File: src/rtl/hamming_counter_pkg.sv
// hamming_counter_pkg: shared widths, codeword layout and types for the
// Hamming-encoded counter. Bit 0 of the codeword depends on the build macro
// HAMMING_COUNTER_SECDED_EN. Positions 1..15 are the same in both builds.
package hamming_counter_pkg;

  localparam int DATA_W = 11;
  localparam int CODE_W = 16;
  localparam int PAR_N  = 4;

  // Parity bits sit at the power-of-two positions.
  localparam int PARITY_POS [PAR_N] = '{1, 2, 4, 8};

  // d0..d10 fill the remaining positions in ascending order.
  localparam int DATA_POS [DATA_W] = '{3, 5, 6, 7, 9, 10, 11, 12, 13, 14, 15};

  typedef logic [CODE_W-1:0] codeword_t;

endpackage

File: src/rtl/hamming_encoder.sv
// hamming_encoder: combinational (15,11) Hamming encode of 11 data bits.
// With HAMMING_COUNTER_SECDED_EN defined, bit 0 carries the overall parity,
// which makes a SECDED (16,11) word. Without it, bit 0 is tied low.
module hamming_encoder
  import hamming_counter_pkg::*;
(
  input  logic [DATA_W-1:0] i_data,
  output codeword_t         o_code
);

  logic [PAR_N-1:0] w_par;
  codeword_t        w_code;

  // Each parity bit covers the data positions whose index has that bit set.
  always_comb begin
    w_par = '0;
    for (int j = 0; j < PAR_N; j++) begin
      for (int i = 0; i < DATA_W; i++) begin
        if ((DATA_POS[i] & PARITY_POS[j]) != 0) begin
          w_par[j] ^= i_data[i];
        end
      end
    end
  end

  // Place the data and parity bits, then fill position 0.
  always_comb begin
    w_code = '0;
    for (int i = 0; i < DATA_W; i++) begin
      w_code[DATA_POS[i]] = i_data[i];
    end
    for (int j = 0; j < PAR_N; j++) begin
      w_code[PARITY_POS[j]] = w_par[j];
    end
`ifdef HAMMING_COUNTER_SECDED_EN
    w_code[0] = ^w_code[CODE_W-1:1];
`else
    w_code[0] = 1'b0;
`endif
  end

  assign o_code = w_code;

endmodule

File: src/rtl/hamming_counter.sv
// hamming_counter: free-running 11-bit up-counter. Its value appears on
// counter as a Hamming codeword. Bit 0 is the overall parity when
// HAMMING_COUNTER_SECDED_EN is defined and 0 otherwise. The output is a
// purely combinational encode of the count register.
module hamming_counter
  import hamming_counter_pkg::*;
(
  input  logic              clk,
  input  logic              rst,
  input  logic              enable,
  output logic [CODE_W-1:0] counter
);

  logic [DATA_W-1:0] r_cnt;
  codeword_t         w_code;

  // Count register: reset takes priority over enable, and 2047 wraps to 0.
  always_ff @(posedge clk) begin
    if (rst) begin
      r_cnt <= '0;
    end else if (enable) begin
      r_cnt <= r_cnt + DATA_W'(1);
    end
  end

  hamming_encoder u_enc (
    .i_data (r_cnt),
    .o_code (w_code)
  );

  assign counter = w_code;

endmodule

File: config.mk
export PLATFORM = sky130hd
export DESIGN_NAME = hamming_counter
export DESIGN_NICKNAME = d
export VERILOG_FILES = /design/src/rtl/hamming_counter_pkg.sv /design/src/rtl/hamming_encoder.sv /design/src/rtl/hamming_counter.sv
export SDC_FILE = /design/constraint.sdc
export NUM_CORES = 1
export LEC_CHECK = 0
export ABC_AREA = 1
export BUFFER_PORTS_ARGS = -buffer_cell sky130_fd_sc_hd__buf_2
export CORE_MARGIN = 1.5
export CORE_UTILIZATION = 50
export DETAILED_ROUTE_END_ITERATION = 16
export PLACE_DENSITY = 0.74
export SLEW_MARGIN = 20
export SYNTH_ARGS = -nofsm -noshare
export SYNTH_HDL_FRONTEND = slang
export SYNTH_HIERARCHICAL = 1
export SYNTH_SLANG_ARGS = --single-unit
File: constraint.sdc
create_clock -name clk -period 4.54 [get_ports clk]
set_clock_uncertainty 0.2 [all_clocks]
set_input_delay 0.908 -clock clk [delete_from_list [all_inputs] [get_ports clk]]
set_output_delay 0.908 -clock clk [all_outputs]
set_load 0.005 [all_outputs]
==> metrics.txt <==
Worst EP arrival 1530 ps; setup TNS 0 ps; Worst setup EP type output port; worst hold path class reg -> reg; synth warn 6; HPWL Detailed 1.365 mm; Syn Area/Cell 6.073 sq um; Top Registers r_cnt (11); reg2reg path depth 6; total number of vias 904; unrepaired setup endpoints after global routing false; initial core utilization 0.5404; CTS sink cnt 11; area leader, netlist dfxtp_1; Total GRT Usage 0.1722; Cell Rows 15; max incr delay on CP 510 ps; Routed Antenna Nets 0; Biggest register r_cnt; leak pwr 0.4881 nW; synthesized flop and latch total 11; TritonCTS clock tree yes; ratio of cells with drive above 1 in the final layout 0.1636; Hold Crit Start r_cnt[0]$_SDFFE_PP0P_; Power Density 194.2 nW/um^2; post-synth top area share 0.2310; global-route wire length before repair 2.635 mm; vias per inst 4.758; Synth cell types 20; number of flops mapped to enable cells by yosys 0; reg-to-reg slack, setup 3040 ps; sequential share of the synthesized area 0.2310; PortBufs 17; total of max-cap violations 0; crit path kind reg -> out; syn nets 161; # diodes 0; die width 46.67 microns; count of final hold-check violations 0; Final Max Slew Viols 0; max FFs per register 11; post-CTS setup buffers 0; DRT Pass-1 Iters 4; Die Height 46.67 microns; Worst R2R End r_cnt[8]$_SDFFE_PP0P_; Area Overhead vs Synth 4.331%; Synth top cells by count 52 x nand2_1, 20 x inv_1, 16 x nand3_1; setup violators final 0; maximum root-to-sink buffer count 2; most numerous cell in the Yosys netlist nand2_1; vias in the first global route 635; DRC Markers 0; Clock Latency Late Sink 270 ps; Placeable Area 1764 sq um; fmax 379.3 MHz; asr flop ratio synth 0; slowest CP cell dfxtp_1; I/O Pins 19; cts-stage hold buffer count 0; worst r2r src r_cnt[1]$_SDFFE_PP0P_; CP Data Required Time 3430 ps; antenna violations before repair 0; fin crit period 2636 ps; WL final 1.750 mm; DRT iter0 DRCs 17; Reg clk slew, reported paths 70 ps; PostCTS Resize Cnt 0; Crit path top cell by count nand2_1; top_reg_cell synth dfxtp_1; Synth area leaders dfxtp_1 23%, nand2_1 20%, buf_4 9.4%; die footprint 2178 sq um; clock root cell clkbuf_4; crit start category register; worst-path fanout max 10; outcome completed; GPL Wtd Cong 0.8110; Max rail drop VDD 0.0001392 V; Post-Syn Instances 157; WHS Endpoint r_cnt[0]$_SDFFE_PP0P_; Total Power 0.1932 mW; Netlist Area Pre-Place 953.4 sq um; largest net degree at the start of global routing 12; htree depth 1; routed wire length per instance 9.211 microns; Min-Delay Path Depth 1; nets@finish 170; cells along the critical path xor2_1, inv_1, nand2_1, nand2_1, nand2_1, nand2_1, inv_1, buf_2; final period utilization 0.5807; GRT Residual Overflow 0; TritonCTS Buffers 3; CP Launch Point r_cnt[8]$_SDFFE_PP0P_
-- where the power goes --
part / leakage (nW) / switching [mW] / internal, mW
Clock: 0.0150 / 0.0333 / 0.0340
Sequential: 0.0891 / 0.00308 / 0.0982
Combinational: 0.384 / 0.0137 / 0.0109
-- per-stage QoR --
| stage | utilization | hold slack [ps] | setup WS (ps) | std cells | area, sq um |
|---|---|---|---|---|---|
| final | 0.5638 | 345.0 | 1904 | 190 | 994.7 |
| after global routing | 0.5638 | 393.2 | 1750 | 190 | 994.7 |
| after floorplan | - | 299.4 | 2422 | 157 | 953.4 |
| after global placement | 0.5489 | 324.9 | 2245 | 186 | 968.4 |
| after CTS | 0.5638 | 356.5 | 1898 | 190 | 994.7 |
| after detailed placement | 0.5489 | 341.8 | 2203 | 186 | 968.4 |
-- routing by layer --
metal	wire, microns	global-route usage	vias up
met4	10	0.08333	0
met2	858	0.2861	27
met3	88	0.03529	2
met1	793	0.2099	394
met5	0	0	-
li1	-	-	481
-- how the worst max path moves through the flow --
stage / slack (ps) / endpoint / depth (start not counted)
finish: 1900 / counter[1] / 8
global route: 1750 / counter[1] / 8
CTS: 1900 / counter[1] / 8
detailed placement: 2200 / counter[4] / 8
global placement: 2250 / counter[4] / 7
floorplan: 2420 / counter[1] / 7
-- layout make-up --
cell class,count,area (sq um)
timing repair buffer,17,85.08
inverter,21,78.83
sequential,11,220.2
clock buffer,4,26.28
tap,25,31.28
multi-input combinational,112,553.0
fill,190,769.5
-- kinds of logic (layout without fill, tap and decap cells) --
family	Yosys count	in the layout	share of synthesized area
AO/OA/AOI/OAI	11	11	0.05774
XOR/XNOR	9	9	0.09055
adder cells (fa/ha/maj)	1	1	0.01312
buffers and inverters	34	42	0.1890
flip-flops	11	11	0.2310
other	1	1	0.003933
AND/OR/NAND/NOR	90	90	0.4147
-- placed cells by master (no fill, tap or decap) --
master	Yosys	final
nand2_1	52	52
inv_1	20	20
buf_2	0	17
nand3_1	16	16
nor2_1	15	15
dfxtp_1	11	11
a21oi_1	8	8
xnor2_1	4	4
xor2_1	4	4
o21ai_0	3	3
nor2_4	3	3
clkbuf_4	0	3
nand2_4	1	1
clkinv_1	1	1
nor2_2	1	1
ha_1	1	1
clkbuf_1	0	1
xor2_2	1	1
nand2_2	1	1
nand2b_1	1	1
conb_1	1	1
-- worst max-delay path, delay by kind of cell (launching register included) --
kind / cells / cell delay, ps
XOR/XNOR: 1 / 280
buffers and inverters: 3 / 240
AND/OR/NAND/NOR: 4 / 230
flip-flops: 1 / 510
Note: power is estimated with default switching activity, not from simulation.
